$ cat config.mk
export PLATFORM = sky130hd
export DESIGN_NAME = ar_br_cr_job_issuer
export DESIGN_NICKNAME = d
export VERILOG_FILES = /design/src/rtl/ar_br_cr_pkg.sv /design/src/rtl/ar_br_cr_op_fifo.sv /design/src/rtl/ar_br_cr_job_issuer.sv
export SDC_FILE = /design/constraint.sdc
export NUM_CORES = 1
export LEC_CHECK = 0
export BUFFER_PORTS_ARGS = -buffer_cell sky130_fd_sc_hd__buf_2
export CAP_MARGIN = 5
export CORE_ASPECT_RATIO = 0.8
export CORE_MARGIN = 5
export CORE_UTILIZATION = 57
export DETAILED_ROUTE_END_ITERATION = 6
export GPL_ROUTABILITY_DRIVEN = 0
export PLACE_DENSITY = 0.76
export SYNTH_ARGS = -nofsm -noshare
export SYNTH_HDL_FRONTEND = slang
export SYNTH_SLANG_ARGS = --single-unit
$ cat constraint.sdc
create_clock -name clk -period 2.6 [get_ports clk]
set_input_delay 0.52 -clock clk [delete_from_list [all_inputs] [get_ports clk]]
set_output_delay 0.52 -clock clk [all_outputs]
set_load 0.005 [all_outputs]
$ cat src/rtl/ar_br_cr_pkg.sv
// Shared types and constants for the AR/BR/CR job issuer and its operand FIFO.
package ar_br_cr_pkg;

  localparam int DATA_W_DEF  = 16;
  localparam int TIMEOUT_DEF = 64;

  typedef enum logic [2:0] {
    IDLE,
    ISSUE,
    WAIT_ACK,
    WAIT_DONE,
    RESULT
  } state_e;

  // Timer counts 0..TIMEOUT-1, so $clog2(TIMEOUT) bits suffice.
  function automatic int timer_w(input int timeout);
    return (timeout > 1) ? $clog2(timeout) : 1;
  endfunction

endpackage

$ cat src/rtl/ar_br_cr_op_fifo.sv
// Operand-pair FIFO: DEPTH entries (power of two), pointers wrap naturally.
module ar_br_cr_op_fifo
  import ar_br_cr_pkg::*;
#(
  parameter int WIDTH = 2 * DATA_W_DEF,
  parameter int DEPTH = 4
) (
  input  logic             clk,
  input  logic             reset,
  input  logic             push_i,
  input  logic             pop_i,
  input  logic [WIDTH-1:0] din_i,
  output logic [WIDTH-1:0] head_o,
  output logic             full_o,
  output logic             empty_o
);

  localparam int AW = (DEPTH > 1) ? $clog2(DEPTH) : 1;
  localparam logic [AW:0] FULL_CNT = (AW + 1)'(DEPTH);

  logic [WIDTH-1:0] mem_q [DEPTH];
  logic [AW-1:0]    wr_ptr_q, rd_ptr_q;
  logic [AW:0]      count_q, count_d;
  logic             do_push, do_pop;

  assign empty_o = (count_q == '0);
  assign full_o  = (count_q == FULL_CNT);
  assign head_o  = mem_q[rd_ptr_q];
  assign do_push = push_i && !full_o;
  assign do_pop  = pop_i && !empty_o;

  // NOTE: every variable written here gets a default first, so no path can infer a latch.
  always_comb begin
    count_d = count_q;
    if (do_push && !do_pop) count_d = count_q + 1'b1;
    else if (!do_push && do_pop) count_d = count_q - 1'b1;
  end

  // NOTE: state registers use non-blocking assignments so every flop samples pre-edge values.
  always_ff @(posedge clk or posedge reset) begin
    if (reset) begin
      wr_ptr_q <= '0;
      rd_ptr_q <= '0;
      count_q  <= '0;
    end else begin
      if (do_push) wr_ptr_q <= wr_ptr_q + 1'b1;
      if (do_pop)  rd_ptr_q <= rd_ptr_q + 1'b1;
      count_q <= count_d;
    end
  end

  // NOTE: storage is not reset; pointers and count alone define which entries are valid.
  always_ff @(posedge clk) begin
    if (do_push) mem_q[wr_ptr_q] <= din_i;
  end

endmodule

$ cat src/rtl/ar_br_cr_job_issuer.sv
// Issues buffered AR/BR operand pairs to the datapath one job at a time and returns CR.
// Optional macro ISSUER_STATS_EN adds saturating jobs_done / jobs_aborted counters.
module ar_br_cr_job_issuer
  import ar_br_cr_pkg::*;
#(
  parameter int DATA_W  = DATA_W_DEF,
  parameter int DEPTH   = 4,
  parameter int TIMEOUT = TIMEOUT_DEF
) (
  input  logic              clk,
  input  logic              reset,
  input  logic              op_valid,
  output logic              op_ready,
  input  logic [DATA_W-1:0] op_a,
  input  logic [DATA_W-1:0] op_b,
  output logic              start,
  output logic [DATA_W-1:0] ar_data,
  output logic [DATA_W-1:0] br_data,
  input  logic              busy,
  input  logic [DATA_W-1:0] cr_data,
  output logic              res_valid,
  input  logic              res_ready,
  output logic [DATA_W-1:0] res_data,
  output logic              timeout_err
`ifdef ISSUER_STATS_EN
  ,
  output logic [15:0]       jobs_done,
  output logic [15:0]       jobs_aborted
`endif
);

  localparam int TW = timer_w(TIMEOUT);
  localparam logic [TW-1:0] TIMER_LAST = TW'(TIMEOUT - 1);

  state_e              state_q, state_d;
  logic [TW-1:0]       timer_q, timer_d;
  logic [DATA_W-1:0]   ar_q, ar_d, br_q, br_d, res_q, res_d;
  logic                to_q, to_d;
  logic                pop, full, empty, expired;
  logic [2*DATA_W-1:0] head;

  ar_br_cr_op_fifo #(
    .WIDTH (2 * DATA_W),
    .DEPTH (DEPTH)
  ) u_fifo (
    .clk     (clk),
    .reset   (reset),
    .push_i  (op_valid && op_ready),
    .pop_i   (pop),
    .din_i   ({op_a, op_b}),
    .head_o  (head),
    .full_o  (full),
    .empty_o (empty)
  );

  assign op_ready    = !full;
  assign start       = (state_q == ISSUE);
  assign res_valid   = (state_q == RESULT);
  assign ar_data     = ar_q;
  assign br_data     = br_q;
  assign res_data    = res_q;
  assign timeout_err = to_q;
  assign expired     = (timer_q == TIMER_LAST);

  always_comb begin
    state_d = state_q;
    timer_d = timer_q;
    ar_d    = ar_q;
    br_d    = br_q;
    res_d   = res_q;
    to_d    = 1'b0;
    pop     = 1'b0;
    case (state_q)
      IDLE: begin
        if (!empty && !busy) begin
          ar_d    = head[2*DATA_W-1 -: DATA_W];
          br_d    = head[DATA_W-1:0];
          state_d = ISSUE;
        end
      end
      ISSUE: begin
        timer_d = '0;
        state_d = WAIT_ACK;
      end
      WAIT_ACK, WAIT_DONE: begin
        // Ack needs busy seen high on an edge; completion needs it seen low after that.
        if ((state_q == WAIT_ACK) && busy) begin
          timer_d = '0;
          state_d = WAIT_DONE;
        end else if ((state_q == WAIT_DONE) && !busy) begin
          res_d   = cr_data;
          pop     = 1'b1;
          state_d = RESULT;
        end else if (expired) begin
          pop     = 1'b1;
          to_d    = 1'b1;
          state_d = IDLE;
        end else begin
          timer_d = timer_q + 1'b1;
        end
      end
      RESULT: begin
        if (res_ready) state_d = IDLE;
      end
      default: state_d = IDLE;
    endcase
  end

  always_ff @(posedge clk or posedge reset) begin
    if (reset) begin
      state_q <= IDLE;
      timer_q <= '0;
      ar_q    <= '0;
      br_q    <= '0;
      res_q   <= '0;
      to_q    <= 1'b0;
    end else begin
      state_q <= state_d;
      timer_q <= timer_d;
      ar_q    <= ar_d;
      br_q    <= br_d;
      res_q   <= res_d;
      to_q    <= to_d;
    end
  end

`ifdef ISSUER_STATS_EN
  logic [15:0] done_q, aborted_q;
  logic        capture;

  assign capture      = (state_q == WAIT_DONE) && !busy;
  assign jobs_done    = done_q;
  assign jobs_aborted = aborted_q;

  always_ff @(posedge clk or posedge reset) begin
    if (reset) begin
      done_q    <= '0;
      aborted_q <= '0;
    end else begin
      if (capture && (done_q != 16'hFFFF))  done_q    <= done_q + 16'd1;
      if (to_d && (aborted_q != 16'hFFFF))  aborted_q <= aborted_q + 16'd1;
    end
  end
`endif

endmodule

==> summary.txt <==
Timing
  – Achievable Freq: 0.417 GHz
  – Aggregate negative setup slack: 0 ps
  – Final hold viol count: 0
  – Final Skew: 7.85 ps
  – RSZ-0062 raised after global routing: false
  – Slew @ Worst Pin: 891 ps
  – Max_slew headroom: 40.6%
  – Fin crit period: 2400 ps
  – Setup Viol. Count Final: 0
  – Max-slew violations: 0
  – Tcrit/Tclk final: 92.2%

Critical path
  – Worst path most repeated cell: ha_1
  – CP max stage cell: dfrtp_1
  – Arr. time, crit path: 2710 ps
  – Critical Path RT: 2910 ps
  – CP Capture Type: register
  – Critical path's largest stage delay: 420 ps
  – Crit path launch type: register
  – Worst Path Max Fanout: 5
  – WS Path Type: reg2reg
  – CP Cell Sequence: ha_1 -> nand3_1 -> a211o_2 -> ha_1 -> inv_1 -> fa_1 -> mux2_2

Cells and area
  – Finished Cell Area: 8850 µm²
  – Share of layout cells above drive strength 1: 48.3%
  – Diodes inserted: 0
  – Fin nets: 548
  – Fill count: 838
  – Area Overhead vs Synth: 19.0%
  – Non-Filler Instances: 676
  – Final Core Density: 69.0%

Synth
  – Dominant cells by area after synthesis: edfxtp_1, dfrtp_1, mux4_2
  – Post-synthesis cell type count: 44
  – Most area-hungry cell type in the Yosys netlist: edfxtp_1
  – Top-area cell type share of the netlist area: 51.7%
  – Register bit total from synthesis: 193
  – Post-synthesis cell area: 7440 µm²
  – Syn nets: 425
  – Avg Cell Area, Syn: 20.4 µm²
  – Synth warn: 0
  – Asr flop ratio synth: 33.7%
  – Gate Count Post-Synth: 365
  – Seq/Total Area, Yosys: 73.6%
  – Ys flop type: edfxtp_1
  – Number of flops mapped to enable cells by yosys: 128

GRT
  – First-pass GRT wire length: 21.0 mm
  – Vias in the first global route: 3882
  – GRT overflow: 0
  – Largest net degree at the start of global routing: 34
  – Gr usage total: 18.5%
  – Initial antenna violation count: 1

Floorplanning
  – Die H: 112 µm
  – Total die area: 15400 µm²
  – Initial Util: 58.0%
  – Die width: 138 µm
  – I/O Pins: 105
  – Rows: 37
  – Placeable Area: 12800 µm²

Clock network
  – Skew-Pair Late Insertion Delay: 420 ps
  – CTS clk-pin slew, worst paths: 60 ps
  – CTS tree: done
  – CTS hold repair buffers: 0
  – CTS buffer count: 17
  – CTS H-tree lvls: 4
  – CTS Sinks: 193
  – Post-CTS sizing: 0
  – Root buffer selected by CTS: clkbuf_16
  – # Post-CTS Setup Buffers: 0
  – Clk buf depth: 2

Drt
  – Routed Antenna Nets: 0
  – Drt via density: 5.49
  – Wire length per cell: 19.6 µm
  – Total wire length: 13.2 mm
  – DRC: 0
  – Initial DRC Count: 234
  – First drt pass iteration count: 4
  – Vias: 3711

Power
  – Peak VDD IR: 0.581 mV
  – Pwr Density: 1150 nW/µm²
  – Tot Pwr: 10200 µW
  – Leakage: 0.00342 µW

Outcome
  – Status: complete, no violations

Run
  – Number of max-cap violations: 0

Placed design
  – Placed Cells: 644
  – DP Area: 8220 µm²
  – DP HPWL: 8.52 mm
  – IO Port Bufs: 104

Min path
  – Min-delay worst type: in2async
flip-flops by register name (all words and copies together), names as in the netlist:
register	count
u_fifo.mem_q	128
ar_data	16
br_data	16
res_data	16
timer_q	6
state_q	3
u_fifo.count_q	3
u_fifo.rd_ptr_q	2
u_fifo.wr_ptr_q	2
timeout_err	1
logic make-up after synthesis:
logic type                 Yosys count  share of synthesized area (%)
DFF                                193                           73.6
muxes                               84                           17.5
and+or+nand+nor                     32                           2.76
buffers and inverters               23                           2.02
AOI/OAI and AO/OA                   19                           2.04
xor gates and xnor gates             7                          0.824
adders and majority gates            7                           1.28
cells in the final DEF, fill, tap and decap left out, types with 3 or more instances in the layout:
cell type	synthesis	routed
xnor2_1	3	3
nor2_1	4	4
a21oi_1	3	3
nand2_1	3	3
clkinv_2	0	4
xor2_1	4	4
edfxtp_1	128	128
ha_1	6	6
clkbuf_16	0	17
mux4_2	32	32
buf_2	1	104
clkinv_1	0	3
buf_4	4	9
o2bb2ai_1	3	3
bufinv_16	0	5
mux2_2	49	49
nand2b_1	3	3
and3_1	7	3
dfrtp_1	65	63
buf_12	0	4
inv_1	10	9
and3_2	0	4
nand3_1	3	3
where the power goes:
part / internal, µW / leakage (µW) / switching (µW)
Clock: 1720 / 0.000313 / 1040
Combinational: 1510 / 0.00115 / 1200
Sequential: 4210 / 0.00196 / 545
Total: 7440 / 0.00342 / 2780
critical path, delay by kind of cell (launching register included):
| kind | cells | cell delay, ps |
|---|---|---|
| fa+ha+maj | 3 | 900 |
| mux | 1 | 270 |
| buf+inv | 1 | 70 |
| flops | 1 | 420 |
| compound gates | 1 | 410 |
| simple gates | 1 | 220 |
cell usage after synthesis (2+ instances only):
library cell / number
edfxtp_1: 128
dfrtp_1: 65
mux2_2: 49
mux4_2: 32
inv_1: 10
and3_1: 7
ha_1: 6
buf_6: 5
buf_4: 4
nor2_1: 4
xor2_1: 4
a21oi_1: 3
nand2_1: 3
nand2b_1: 3
nand3_1: 3
o2bb2ai_1: 3
xnor2_1: 3
mux2i_1: 2
nor3_1: 2
nor3_4: 2
o211ai_1: 2
o21ai_0: 2
o22ai_1: 2
worst paths after layout:
check | slack (ps) | depth (start not counted) | start | endpoint
setup / recovery | 200 | 7 | timer_q[0] | u_fifo.count_q[1]
hold / removal | 120 | 2 | reset | res_data[6]
setup reg to reg | 200 | 7 | timer_q[0] | u_fifo.count_q[1]
hold reg to reg | 500 | 1 | br_data[1] | br_data[1]
max in group asynchronous | 1830 | 3 | reset | br_data[2]
min in group clk | 310 | 1 | op_a[6] | u_fifo.mem_q[3][22]
final cells by class:
cell class / count / area, µm² / share of cell area, %
Clock buffer: 19 / 443 / 5.00
Multi-Input combinational cell: 149 / 1820 / 20.6
Tap cell: 175 / 219 / 2.47
Inverter: 10 / 37.5 / 0.424
Timing Repair Buffer: 117 / 668 / 7.55
Clock inverter: 13 / 190 / 2.15
Sequential cell: 193 / 5470 / 61.8
stage by stage:
stage	hold slack, ps	worst slack, ps
after detailed placement	490	128
after global placement	484	177
after global routing	144	107
final	121	202
after CTS	123	202
after floorplan	483	288
routing by layer:
metal / part of all wire, % / vias up / global-route usage [%]
li1: - / 1685 / -
met1: 43 / 1892 / 24.9
met2: 48 / 118 / 28.4
met3: 7.4 / 14 / 6.81
met4: 1.1 / 2 / 5.86
met5: 0.098 / - / 0
(Power assumes the default switching activity.)
